[config.mk]
export PLATFORM = sky130hd
export DESIGN_NAME = counter_controller
export DESIGN_NICKNAME = d
export VERILOG_FILES = /design/src/rtl/counter_controller.sv
export SDC_FILE = /design/constraint.sdc
export NUM_CORES = 1
export LEC_CHECK = 0
export ABC_AREA = 1
export CAP_MARGIN = 20
export CORE_MARGIN = 2
export CORE_UTILIZATION = 56
export CTS_BUF_LIST = sky130_fd_sc_hd__clkbuf_2
export DETAILED_ROUTE_END_ITERATION = 8
export GPL_TIMING_DRIVEN = 0
export PLACE_DENSITY = 0.82
export SLEW_MARGIN = 20
export SYNTH_ARGS = -nofsm -noshare
export SYNTH_HDL_FRONTEND = slang
export SYNTH_SLANG_ARGS = --single-unit
[constraint.sdc]
create_clock -name clk -period 3.25 [get_ports clk]
set_input_delay 0.4875 -clock clk [delete_from_list [all_inputs] [get_ports clk]]
set_output_delay 0.4875 -clock clk [all_outputs]
set_load 0.05 [all_outputs]
[src/rtl/counter_controller.sv]
// counter_controller
// ------------------
// Command-driven sequencer that owns an N-bit count register. Upstream logic
// hands it valid/ready commands to count up to a terminal value, count down
// from one, or free-run. The live count and busy/done/wrap status come out
// for use as a programmable timer or event counter.
//
// Build option: define COUNTER_CTRL_AUTO_RELOAD_EN to make the up and down
// modes reload their start value on each terminal hit instead of finishing.
// Without it, up/down runs are one-shot and pass through a single DONE cycle.
//
// Ports:
//   clk        sole clock, rising edge
//   reset      synchronous, active-low reset
//   cmd_valid  command present
//   cmd_ready  controller can accept a command (combinational)
//   cmd_op     00 COUNT_UP, 01 COUNT_DOWN, 10 FREE_RUN, 11 reserved
//   cmd_len    terminal value T, captured on accept
//   hold       freeze the count while high (RUN only)
//   stop       abort the current run
//   binary     current count value
//   busy       high while running
//   done       one-cycle pulse when a run reaches its end value
//   wrap       one-cycle pulse when FREE_RUN steps from all-ones to zero
//   cmd_err    one-cycle pulse after a reserved op is accepted

module counter_controller #(
   parameter int N = 4
) (
   input  logic         clk,
   input  logic         reset,
   input  logic         cmd_valid,
   output logic         cmd_ready,
   input  logic [1:0]   cmd_op,
   input  logic [N-1:0] cmd_len,
   input  logic         hold,
   input  logic         stop,
   output logic [N-1:0] binary,
   output logic         busy,
   output logic         done,
   output logic         wrap,
   output logic         cmd_err
);

   typedef enum logic [1:0] {
      S_IDLE = 2'd0,
      S_RUN  = 2'd1,
      S_DONE = 2'd2
   } state_t;

   localparam logic [1:0] OP_UP   = 2'b00;
   localparam logic [1:0] OP_DOWN = 2'b01;
   localparam logic [1:0] OP_FREE = 2'b10;
   localparam logic [1:0] OP_RSVD = 2'b11;

   state_t       state;
   state_t       state_next;
   logic [N-1:0] binary_next;
   logic [N-1:0] len_q;
   logic [N-1:0] len_next;
   logic [1:0]   mode_q;
   logic [1:0]   mode_next;
   logic         done_next;
   logic         wrap_next;
   logic         err_next;
   logic         accept;
   logic [N-1:0] end_val;

   // Up mode finishes at T, down mode finishes at zero.
   assign end_val = (mode_q == OP_DOWN) ? '0 : len_q;

`ifdef COUNTER_CTRL_AUTO_RELOAD_EN
   // Value reloaded on each terminal hit: zero going up, T going down.
   logic [N-1:0] start_val;
   assign start_val = (mode_q == OP_DOWN) ? len_q : '0;
`endif

   assign accept = cmd_valid & cmd_ready;

   // State register and all captured/pulse registers. Reset aborts any run
   // without producing a done pulse.
   always_ff @(posedge clk) begin
      if (!reset) begin
         state   <= S_IDLE;
         binary  <= '0;
         len_q   <= '0;
         mode_q  <= OP_UP;
         done    <= 1'b0;
         wrap    <= 1'b0;
         cmd_err <= 1'b0;
      end else begin
         state   <= state_next;
         binary  <= binary_next;
         len_q   <= len_next;
         mode_q  <= mode_next;
         done    <= done_next;
         wrap    <= wrap_next;
         cmd_err <= err_next;
      end
   end

   // Next-state and next-datapath decisions. In RUN the priority is
   // stop > hold > terminal > step, so a hold on the terminal cycle simply
   // re-evaluates the terminal test one cycle later.
   always_comb begin
      state_next  = state;
      binary_next = binary;
      len_next    = len_q;
      mode_next   = mode_q;
      done_next   = 1'b0;
      wrap_next   = 1'b0;
      err_next    = 1'b0;
      case (state)
         S_IDLE: begin
            if (accept) begin
               if (cmd_op == OP_RSVD) begin
                  // Reserved op is consumed but leaves the count untouched.
                  err_next = 1'b1;
               end else begin
                  len_next    = cmd_len;
                  mode_next   = cmd_op;
                  state_next  = S_RUN;
                  binary_next = (cmd_op == OP_DOWN) ? cmd_len : '0;
               end
            end
         end
         S_RUN: begin
            if (stop) begin
               state_next = S_IDLE;
            end else if (hold) begin
               state_next = S_RUN;
            end else if (mode_q == OP_FREE) begin
               binary_next = binary + N'(1);
               wrap_next   = (binary == '1);
            end else if (binary == end_val) begin
               done_next = 1'b1;
`ifdef COUNTER_CTRL_AUTO_RELOAD_EN
               binary_next = start_val;
`else
               state_next  = S_DONE;
`endif
            end else if (mode_q == OP_UP) begin
               binary_next = binary + N'(1);
            end else begin
               binary_next = binary - N'(1);
            end
         end
         S_DONE: begin
            state_next = S_IDLE;
         end
         default: begin
            state_next = S_IDLE;
         end
      endcase
   end

   // Handshake and status decode. cmd_ready is forced low while reset is
   // asserted so nothing is accepted on the reset edge.
   always_comb begin
      cmd_ready = reset & (state == S_IDLE);
      busy      = (state == S_RUN);
   end

endmodule

# Word level (Yosys, flattened, before mapping)
# Cells that the tools add are included.
[totals] ff_bits=15 out_inout_bits=9 elab_cells=57
[op_classes] n_addsub=2 n_eq_ne=14 n_mux=19 bitwise=6 n_reduce_logical=9
[op_table] operator="4-bit 2-to-1 mux" count=9
[op_table] operator="2-bit 2-to-1 mux" count=6
[op_table] operator="5-bit OR reduction" count=2
[op_table] operator="2-bit != test, second input constant" count=4
[op_table] operator="4-bit one-hot mux with 2 select lines" count=1
[op_table] operator="2-bit by 1-bit equality test with 1-bit output, second input constant" count=3
[op_table] operator="3-bit AND reduction" count=2
[op_table] operator="6-bit AND reduction" count=1
[op_table] operator="4-bit by 1-bit adder with 4-bit output, second input constant" count=1
[op_table] operator="2-bit equality test, second input constant" count=2
[op_table] operator="4-bit equality test" count=1
[op_table] operator="4-bit equality test, second input constant" count=1
[op_table] operator="2-bit logical NOT" count=2
[op_table] operator="4-bit by 3-bit != test with 1-bit output, second input constant" count=1
[op_table] operator="4-bit != test, second input constant" count=1
[op_table] operator="1-bit NOT" count=4
[op_table] operator="2-bit one-hot mux with 2 select lines" count=1
[op_table] operator="4-bit AND reduction" count=1
[op_table] operator="4-bit by 1-bit subtractor with 4-bit output, second input constant" count=1
[op_table] operator="3-bit != test, second input constant" count=1
[op_table] operator="1-bit AND" count=2
[op_table] operator="1-bit 2-to-1 mux" count=2
[op_table] operator="2-bit nonzero test" count=1

# Depth between registers and ports, before layout
# Gate-level depths: netlist of run 1.
[depth] word_depth=8 ltp_mapped=11 depth_no_buf=11

# Worst setup path after synthesis of run 1
# Ideal clock, no wire load.
[synth_timing] path_type="reg2reg" startpoint="register binary[0]" endpoint="register binary[1]" arrival_time_ps=1644 setup_slack_ps=1489 stages_incl_launch_ff=8 n_path_buf=0 cell_sequence="dfxtp_1 inv_1 ha_1 xnor2_1 a2bb2oi_1 nand3_1 nand2_1 nor2_1"
[synth_between] elab_chain_cells=7 elab_cells_between_ends=11 classes_between="add/sub (2); eq/ne (2); mux (6); reduce/logical (1)"
[synth_rtl] item="start: declaration" line="38" rtl="output logic [N-1:0] binary,"
[synth_rtl] item="start signal: assignment" line="93" rtl="binary <= binary_next;"
[synth_rtl] item="4-bit by 1-bit subtractor with 4-bit output or 4-bit by 1-bit adder with 4-bit output (tied branches)" line="145, 133, 143"
[synth_rtl] item="4-bit 2-to-1 mux" line="142" rtl="end else if (mode_q == OP_UP) begin"
[synth_rtl] item="4-bit 2-to-1 mux" line="135" rtl="end else if (binary == end_val) begin"
[synth_rtl] item="4-bit 2-to-1 mux" line="132" rtl="end else if (mode_q == OP_FREE) begin"
[synth_rtl] item="4-bit 2-to-1 mux" line="130" rtl="end else if (hold) begin"
[synth_rtl] item="4-bit 2-to-1 mux" line="128" rtl="if (stop) begin"
[synth_rtl] item="4-bit one-hot mux with 2 select lines" line="113" rtl="case (state)"
# Several ways; a longest one is shown, not always the timed one. The select of a mux whose other input is x is not followed.
# A chain may end at the register's enable or synchronous reset.

# Final worst setup path of run 1
[layout_timing] startpoint="input reset" endpoint="output cmd_ready"
[layout_between] elab_chain_cells=1
[layout_rtl] item="start: declaration" line="31" rtl="input logic reset,"
[layout_rtl] item="1-bit AND" line="160" rtl="cmd_ready = reset & (state == S_IDLE);"
[layout_rtl] item="end: declaration" line="33" rtl="output logic cmd_ready,"
# Every way passes these cells.

==> summary.txt, run 1 <==
Clock network
  – Post-CTS sizing: 0
  – Cts hold-fix bufs: 0
  – Reg clk slew, reported paths: 0.14 ns
  – Max clock buf depth: 2
  – Setup Fix Bufs, Post-CTS: 0
  – CTS tree: yes
  – H-tree levels: 1
  – Clock Tree Root: clkbuf_2
  – Clock latency at the later pin of the worst-skew pair: 0.29 ns
  – Total clock sinks: 15
  – CTS buffer count: 3

Final layout
  – Fin area: 1190 sq um
  – Register area: 300 sq um
  – Most frequent cells in the layout: nand2_1, nor2_1, clkdlybuf4s50_1
  – Diode count: 0
  – Area occupied by multi-input gates: 566 sq um
  – Layout cell share with drive strength beyond 1: 12.0%
  – Fin cells: 183
  – Area added between synthesis and finish: 24.1%
  – Number of fill cells in the layout: 133
  – Final nets: 181
  – Commonest non-fill, non-tap cell in the layout: nand2_1

Setup path
  – Crit-path leading delay family: buffers and inverters
  – Most used cell, CP: clkdlybuf4s50_1
  – CP endpoint kind: primary output
  – Type of the worst setup path: in2out
  – CP max FO: 4
  – Crit path launch type: primary input
  – Critical Path Max Stage Delay: 0.81 ns
  – CP required: 2.76 ns
  – WP data arrival: 2.03 ns
  – Buf/Inv on CP: 3
  – CP cell instances: clkdlybuf4s50_1 > inv_1 > nor2_1 > clkdlybuf4s50_1
  – Crit path max-delay cell type: clkdlybuf4s50_1

Power
  – Overall power: 859 uW
  – Power Density: 725 nW/um^2
  – VDD IR max: 0.000486 V
  – Leak: 0.000547 uW

Synth
  – Area leader, netlist: dfxtp_1
  – Synth Instances: 144
  – Seq/Total Area, Yosys: 31.4%
  – Synth area leaders: dfxtp_1, nand2_1, nor2_1
  – Synth cell types: 27
  – Area of the mapped netlist: 956 sq um
  – Synth warn: 0
  – Post-Syn Nets: 157
  – Post-synth top area share: 31.4%
  – Post-synthesis register bit count: 15
  – Mean Syn Cell Area: 6.64 sq um

Floorplanning
  – Die Y: 45.3 microns
  – Die W: 45.3 microns
  – Row cnt: 14
  – Placeable Area: 1560 sq um
  – I/O Pins: 20
  – DIE AREA: 2050 sq um
  – Starting Density: 61.3%

Job
  – Max-Cap Viols: 0

Placed design
  – DP Wirelength: 1670 microns
  – Placed Instance Area: 1170 sq um
  – Post-Place Cells: 179
  – Port buffer count: 19
  – Gp weighted congestion: 0.877

STA
  – # setup viols final: 0
  – Period minus WS final: 2.52 ns
  – RSZ-0062 raised after global routing: no
  – Tcrit/Tclk final: 77.4%
  – Maximum clock frequency: 398 MHz
  – Setup Total Neg Slack: 0 ns
  – Max Clock Skew: 0.0118 ns
  – Rel. slew slack: 65.5%
  – Worst Tran Pin Value: 0.517 ns
  – Final Max Slew Viols: 0
  – Hold Vio Cnt, Final: 0

Route
  – # DRC: 0
  – Vias per std cell: 5.42
  – TritonRoute pass-1 iters: 4
  – ANT nets after route: 0
  – WL final: 2160 microns
  – Vias: 991
  – Per-cell routed wire length: 11.8 microns
  – Initial DRC count: 25

Outcome
  – Status: completed

Hold path
  – Hold Crit Class: reg2reg

GRT
  – GRT overflow: 0
  – Overall Global Routing Usage: 23.3%
  – First-pass GRT wire length: 3470 microns
  – Largest net degree at the start of global routing: 11
  – Initial antenna violation count: 0
  – Vias in the first global route: 852
## worst reg2reg max path: stages (launching register included)
cell and delay, ns:
dfxtp_1 0.44, inv_1 0.13, ha_1 0.32, xnor2_1 0.14, a2bb2oi_1 0.20, nand3_1 0.09
nand2_1 0.06, nor2_1 0.04
## area by class of cell
class | instances | area share [%]
Multi-Input combinational cell | 108 | 47.7
Sequential cell | 15 | 25.3
Timing Repair Buffer | 19 | 16.0
Inverter | 19 | 6.01
Clock buffer | 4 | 1.69
Tap cell | 16 | 1.69
Buffer | 2 | 1.58
## sequential cells by signal, summed over array words and instances, names as in the netlist
name,flops
cmd_err,1
mode_q,2
wrap,1
binary,4
state,2
len_q,4
done,1
## power breakdown
group          switching (uW)  leakage, uW  internal [uW]
clock                    61.1    0.0000166           32.6
sequential               37.1     0.000123            220
combinational             327     0.000408            181
## through the flow
stage          hold WS, ns  worst slack, ns  utilization [%]
2_1_floorplan        0.459             1.49                -
3_3_place_gp         0.474            0.764             74.8
3_5_place_dp         0.507            0.723             74.8
4_1_cts              0.525            0.724             76.1
5_1_grt              0.532            0.695             76.1
6_report             0.531            0.734             76.1
## logic make-up after synthesis
group           synth area share [%]
compound gates                  11.8
xor+xnor                        1.83
fa+ha+maj                       2.62
buf+inv                         9.42
flops                           31.4
simple gates                    42.9
## synthesized netlist by cell type (all sizes together)
| master | count |
|---|---|
| nand2 | 39 |
| nor2 | 26 |
| inv | 19 |
| nand3 | 16 |
| dfxtp | 15 |
| a21oi | 8 |
| o21ai | 7 |
| buf | 2 |
| ha | 2 |
| a22oi | 1 |
| a2bb2oi | 1 |
| a31oi | 1 |
| nand3b | 1 |
| nand4 | 1 |
| nor3 | 1 |
| o211ai | 1 |
| o21a | 1 |
| xnor2 | 1 |
| xor2 | 1 |
## metal layers
| metal | track usage (%) | part of all wire, % | vias to the layer above | routed length (microns) |
|---|---|---|---|---|
| met1 | 29.2 | 45 | 442 | 975 |
| li1 | - | - | 504 | - |
| met4 | 7.06 | 1.7 | 0 | 36 |
| met3 | 4.80 | 6.3 | 7 | 136 |
| met2 | 40.0 | 47 | 38 | 1010 |
| met5 | 0 | 0 | - | 0 |
## worst paths after layout
kind	slack (ns)	cells past startpoint	startpoint	endpoint
worst max-delay path	0.73	4	reset	cmd_ready
worst min-delay path	0.53	2	state[1]$_SDFFE_PN0P_	state[1]$_SDFFE_PN0P_
worst max register to register	1.74	7	binary[0]$_SDFFE_PN0P_	binary[1]$_SDFFE_PN0P_
worst min register to register	0.53	2	state[1]$_SDFFE_PN0P_	state[1]$_SDFFE_PN0P_
Power figures use the tool's default switching activity.
==> inputs of run 2 (changes only) <==
CORE_UTILIZATION = 47   (was 56)
PLACE_DENSITY = 0.73   (was 0.82)
clock period = 2.31 ns   (was 3.25 ns; I/O delays follow)
==> run 2 against run 1 <==
Clock power up 36%. Worst setup slack worse by 0.63 ns. Die area up 17%. Combinational power up 39%. Register-to-register slack worse by 0.92 ns. Power up 39%. Critical path depth unchanged. Sequential cell count unchanged. Clock skew down 0.0018 ns. First-iteration DRC count up 8.0%. Sequential power up 41%. Hold slack worse by 0.029 ns. Highest routed layer unchanged.
==> summary.txt, run 2 (same netlist as run 1, synthesis figures left out) <==
Outcome
  – Status: completed (unchanged)

Route
  – TritonRoute pass-1 iters: 4 (unchanged)
  – Per-cell routed wire length: 10.7 microns (was 11.8 microns)
  – ANT nets after route: 0 (unchanged)
  – Initial DRC count: 27 (was 25)
  – WL final: 2090 microns (was 2160 microns)
  – Vias: 971 (was 991)
  – # DRC: 0 (unchanged)
  – Vias per std cell: 5.01 (was 5.42)

Final layout
  – Register area: 300 sq um (unchanged)
  – Largest regs: binary: 4 flops, len_q: 4 flops (unchanged)
  – Fin area: 1200 sq um (was 1190 sq um)
  – Number of fill cells in the layout: 186 (was 133)
  – Final nets: 181 (unchanged)
  – Finished Core Util: 61.8% (was 76.1%)
  – Fin cells: 194 (was 183)
  – Commonest non-fill, non-tap cell in the layout: nand2_1 (unchanged)
  – Most frequent cells in the layout: nand2_1, nor2_1, clkdlybuf4s50_1 (unchanged)
  – Area added between synthesis and finish: 25.5% (was 24.1%)
  – Layout cell share with drive strength beyond 1: 12.0% (unchanged)
  – Diode count: 0 (unchanged)
  – Area occupied by multi-input gates: 566 sq um (unchanged)

Clock network
  – Max clock buf depth: 2 (unchanged)
  – Clock latency at the later pin of the worst-skew pair: 0.29 ns (about the same)
  – Total clock sinks: 15 (unchanged)
  – Setup Fix Bufs, Post-CTS: 0 (unchanged)
  – CTS tree: yes (unchanged)
  – H-tree levels: 1 (unchanged)
  – Reg clk slew, reported paths: 0.13 ns (was 0.14 ns)
  – Post-CTS sizing: 0 (unchanged)
  – CTS buffer count: 3 (unchanged)
  – Cts hold-fix bufs: 0 (unchanged)
  – Clock Tree Root: clkbuf_2 (unchanged)

Job
  – Max-Cap Viols: 0 (unchanged)

Placed design
  – Post-Place Cells: 190 (was 179)
  – Placed Instance Area: 1180 sq um (was 1170 sq um)
  – Gp weighted congestion: 0.888 (was 0.877)
  – Port buffer count: 19 (unchanged)
  – DP Wirelength: 1620 microns (was 1670 microns)

STA
  – Period minus WS final: 2.21 ns
  – RSZ-0062 raised after global routing: no (unchanged)
  – Tcrit/Tclk final: 95.7%
  – Final Max Slew Viols: 0 (unchanged)
  – Maximum clock frequency: 452 MHz
  – Hold Vio Cnt, Final: 0 (unchanged)
  – Rel. slew slack: 66.9% (was 65.5%)
  – Worst Tran Pin Value: 0.495 ns (was 0.517 ns)
  – Setup Total Neg Slack: 0 ns (unchanged)
  – # setup viols final: 0 (unchanged)
  – Max Clock Skew: 0.0100 ns (was 0.0118 ns)

Floorplanning
  – Die Y: 49.1 microns (was 45.3 microns)
  – I/O Pins: 20 (unchanged)
  – Placeable Area: 1940 sq um (was 1560 sq um)
  – Die W: 49.1 microns (was 45.3 microns)
  – Row cnt: 16 (was 14)
  – DIE AREA: 2410 sq um (was 2050 sq um)
  – Starting Density: 49.2% (was 61.3%)

GRT
  – Busiest grt layer: met2 (unchanged)
  – First-pass GRT wire length: 3730 microns (was 3470 microns)
  – GRT overflow: 0 (unchanged)
  – Met1 Track Usage GR: 25.5% (was 29.2%)
  – GR Util met2: 32.2% (was 40.0%)
  – Overall Global Routing Usage: 19.9% (was 23.3%)
  – Largest net degree at the start of global routing: 11 (unchanged)
  – Vias in the first global route: 876 (was 852)
  – Met3 Use GR: 3.99% (was 4.80%)
  – Initial antenna violation count: 0 (unchanged)

Setup path
  – CP required: 1.96 ns (was 2.76 ns)
  – Crit path launch type: primary input (unchanged)
  – CP max FO: 4 (unchanged)
  – Type of the worst setup path: in2out (unchanged)
  – WP data arrival: 1.86 ns (was 2.03 ns)
  – CP endpoint kind: primary output (unchanged)

Power
  – Clock Power Share: 10.6% (was 10.9%)
  – Leak: 0.000547 uW (unchanged)
  – Power Density: 995 nW/um^2 (was 725 nW/um^2)
  – Sw Pwr: 583 uW (was 425 uW)
  – Switching part of the total: 48.9% (was 49.5%)
  – Power Internal: 611 uW (was 434 uW)
  – Comb pwr share: 59.0% (was 59.1%)
  – VDD IR max: 0.000581 V (was 0.000486 V)
  – Sequential power share: 30.4% (was 30.0%)

Hold path
  – Hold Crit Class: reg2reg (unchanged)
[run 2: layer usage]
layer  wire (microns)  share of wire [%]  up-vias
met4               36                1.7        0
met3               99                4.7        5
li1                 -                  -      503
met1              963                 46      436
met5                0                  0        -
met2              985                 47       27
[run 2: layout make-up]
cell class	count	area share, %
plain buffers	2	1.56
clock buffers	4	1.67
inverters	19	5.94
multi-input cells	108	47.1
flip-flops and latches	15	25.0
well taps	27	2.82
repair buffers	19	15.8
[run 2: worst max-delay path: stages]
cell	delay, ns
clkdlybuf4s50_1	0.51
inv_1	0.10
nor2_1	0.11
clkdlybuf4s50_1	0.80
[run 2: path summary, 6_finish.rpt]
| check | endpoint | from | slack, ns | cells after the start |
|---|---|---|---|---|
| max | cmd_ready | reset | 0.10 | 4 |
| min | state[1]$_SDFFE_PN0P_ | state[1]$_SDFFE_PN0P_ | 0.50 | 2 |
| min reg2reg | state[1]$_SDFFE_PN0P_ | state[1]$_SDFFE_PN0P_ | 0.50 | 2 |
| max reg2reg | binary[1]$_SDFFE_PN0P_ | binary[0]$_SDFFE_PN0P_ | 0.82 | 7 |
[run 2: power by group through the flow]
stage	registers, uW	clock network (uW)	logic [uW]
finish	363	127	704
global route	373	146	781
CTS	363	129	706
detailed placement	370	0	702
global placement	368	0	695
floorplan	429	0	471
[run 2: metrics by stage]
stage / total power (uW) / hold slack (ns) / worst slack [ns]
detailed placement: 1070 / 0.493 / 0.107
floorplan: 901 / 0.459 / 0.549
CTS: 1200 / 0.510 / 0.0951
global placement: 1060 / 0.476 / 0.111
global route: 1300 / 0.529 / 0.00983
finish: 1190 / 0.502 / 0.100
==> inputs of run 3 (changes only) <==
SETUP_SLACK_MARGIN = 0.2   (was default)
==> run 3 against run 2 <==
Power down 0.95%. First-iteration DRC count is the same. Cell count is the same. Wire length hardly changed. Sequential share of layout area increased by 0.052 points. Non-clock buffer count stayed put. Combinational power decreased by 2%. Maximum frequency is 14% higher. Sequential power barely moved. Critical path type is now reg2out.
==> summary.txt, run 3 (same netlist as run 1, synthesis figures left out) <==
Floorplanning
  – Row cnt: 16 (unchanged)
  – Starting Density: 49.2% (unchanged)
  – DIE AREA: 2410 sq um (unchanged)
  – Placeable Area: 1940 sq um (unchanged)
  – Die Y: 49.1 microns (unchanged)
  – Die W: 49.1 microns (unchanged)
  – I/O Pins: 20 (unchanged)

Route
  – Vias: 971 (unchanged)
  – # DRC: 0 (unchanged)
  – Initial DRC count: 27 (unchanged)
  – TritonRoute pass-1 iters: 4 (unchanged)
  – Per-cell routed wire length: 10.7 microns (about the same)
  – WL final: 2080 microns (was 2090 microns)
  – Vias per std cell: 5.01 (unchanged)
  – ANT nets after route: 0 (unchanged)

Final layout
  – Most frequent cells in the layout: nand2_1, nor2_1, inv_1, clkdlybuf4s50_1, dfxtp_1 (was nand2_1, nor2_1, clkdlybuf4s50_1)
  – Largest regs: binary: 4 flops, len_q: 4 flops (unchanged)
  – Area added between synthesis and finish: 25.3% (was 25.5%)
  – Final nets: 181 (unchanged)
  – Commonest non-fill, non-tap cell in the layout: nand2_1 (unchanged)
  – Diode count: 0 (unchanged)
  – Register area: 300 sq um (unchanged)
  – Layout cell share with drive strength beyond 1: 12.0% (unchanged)
  – Number of fill cells in the layout: 188 (was 186)
  – Area occupied by multi-input gates: 566 sq um (unchanged)

Setup path
  – Critical path endpoint: binary[2] (was cmd_ready)
  – Crit path launch type: flop (was primary input)
  – R2r endpoint: binary[1]$_SDFFE_PN0P_ (unchanged)
  – CP cell instances: clkdlybuf4s50_1 (was clkdlybuf4s50_1 > inv_1 > nor2_1 > clkdlybuf4s50_1)
  – Buf/Inv on CP: 1 (was 3)
  – Crit-path leading delay family: buffers and inverters (unchanged)
  – Crit path from: binary[2]$_SDFFE_PN0P_ (was reset)
  – Crit path max-delay cell type: clkdlybuf4s50_1 (unchanged)
  – Type of the worst setup path: reg2out (was in2out)
  – CP endpoint kind: primary output (unchanged)
  – R2r worst-path depth: 7 (unchanged)
  – Critical path depth in cells: 1 (was 4)
  – WP data arrival: 1.59 ns (was 1.86 ns)
  – Critical Path Max Stage Delay: 0.84 ns (was 0.80 ns)
  – CP required: 1.96 ns (about the same)
  – Reg-to-Reg Start: binary[0]$_SDFFE_PN0P_ (unchanged)
  – R2r setup slk: 0.82 ns (about the same)
  – CP max FO: 7 (was 4)

Clock network
  – Total clock sinks: 15 (unchanged)
  – CTS tree: yes (unchanged)
  – Max clock buf depth: 2 (unchanged)
  – Clock Tree Root: clkbuf_2 (unchanged)
  – Reg clk slew, reported paths: 0.13 ns (about the same)
  – H-tree levels: 1 (unchanged)
  – Clock latency at the later pin of the worst-skew pair: 0.29 ns (about the same)
  – CTS buffer count: 3 (unchanged)

Power
  – Sw Pwr: 583 uW (about the same)
  – Switching part of the total: 49.3% (was 48.9%)
  – Power Internal: 600 uW (was 611 uW)
  – Comb pwr share: 58.6% (was 59.0%)
  – Power Density: 988 nW/um^2 (was 995 nW/um^2)
  – Leak: 0.000553 uW (was 0.000547 uW)
  – Clock Power Share: 10.7% (was 10.6%)
  – Sequential power share: 30.7% (was 30.4%)
  – VDD IR max: 0.000581 V (about the same)

STA
  – Hold WS: 0.502 ns (about the same)
  – Maximum clock frequency: 517 MHz (was 452 MHz)
  – # setup viols final: 0 (unchanged)
  – Rel. slew slack: 66.9% (unchanged)
  – Worst Tran Pin Value: 0.495 ns (unchanged)
  – Period minus WS final: 1.94 ns (was 2.21 ns)
  – Hold Vio Cnt, Final: 0 (unchanged)
  – Setup Total Neg Slack: 0 ns (unchanged)
  – Max Clock Skew: 0.0100 ns (unchanged)
  – Tcrit/Tclk final: 83.8% (was 95.7%)
  – Final Max Slew Viols: 0 (unchanged)
  – RSZ-0062 raised after global routing: no (unchanged)

GRT
  – Initial antenna violation count: 0 (unchanged)
  – Overall Global Routing Usage: 19.8% (was 19.9%)
  – Largest net degree at the start of global routing: 11 (unchanged)
  – GRT overflow: 0 (unchanged)
  – Vias in the first global route: 870 (was 876)
  – First-pass GRT wire length: 3720 microns (was 3730 microns)

Placed design
  – Gp weighted congestion: 0.888 (unchanged)
  – DP Wirelength: 1620 microns (unchanged)
  – Port buffer count: 19 (unchanged)

Job
  – Max-Cap Viols: 0 (unchanged)

Outcome
  – Status: completed (unchanged)

Hold path
  – Hold Crit Class: reg2reg (unchanged)
run 3: cell types whose count changed in the layout (fill, tap and decap cells not counted):
cell,delta
clkdlybuf4s50_1,-2
dlygate4sd2_1,+2
run 3: worst min path at each step:
stage                     startpoint                     to  slack (ns)  depth (start not counted)
6_report       state[1]$_SDFFE_PN0P_  state[1]$_SDFFE_PN0P_        0.50                          2
5_1_grt        state[1]$_SDFFE_PN0P_  state[1]$_SDFFE_PN0P_        0.53                          2
4_1_cts        state[1]$_SDFFE_PN0P_  state[1]$_SDFFE_PN0P_        0.51                          2
3_5_place_dp   state[1]$_SDFFE_PN0P_  state[1]$_SDFFE_PN0P_        0.49                          2
3_3_place_gp   state[1]$_SDFFE_PN0P_  state[1]$_SDFFE_PN0P_        0.48                          2
2_1_floorplan  state[1]$_SDFFE_PN0P_  state[1]$_SDFFE_PN0P_        0.46                          2
run 3: layout make-up:
class                   instances  area share, %
well taps                      27           2.82
plain buffers                   2           1.57
repair buffers                 19           15.7
flip-flops and latches         15           25.1
inverters                      19           5.96
clock buffers                   4           1.67
multi-input cells             108           47.2
run 3: per-stage QoR:
| stage | cells | worst slack (ns) | power, uW | util (%) | area (sq um) |
|---|---|---|---|---|---|
| after floorplan | 144 | 0.549 | 901 | - | 956 |
| after global placement | 190 | 0.111 | 1060 | 60.8 | 1180 |
| after detailed placement | 190 | 0.107 | 1070 | 60.8 | 1180 |
| after CTS | 194 | 0.371 | 1190 | 61.7 | 1200 |
| after global routing | 194 | 0.282 | 1290 | 61.7 | 1200 |
| final | 194 | 0.375 | 1180 | 61.7 | 1200 |
run 3: power groups by stage:
stage                     logic (uW)  registers (uW)  clock network (uW)
after floorplan                  471             429                   0
after global placement           695             368                   0
after detailed placement         702             370                   0
after CTS                        694             363                 129
after global routing             769             373                 146
final                            693             363                 127
run 3: timing repair:
item                       4_1_cts  5_1_grt
resized for setup                2        0
setup endpoints to repair        2        0
buffers inserted                 0        0
hold buffers                     0        0
run 3: routing by layer:
metal / part of all wire, % / routed length (microns) / global-route usage, %
met4: 1.7 / 36 / 8.57
met3: 5.0 / 104 / 3.99
met1: 46 / 958 / 25.3
met2: 47 / 985 / 32.2
met5: 0 / 0 / 0
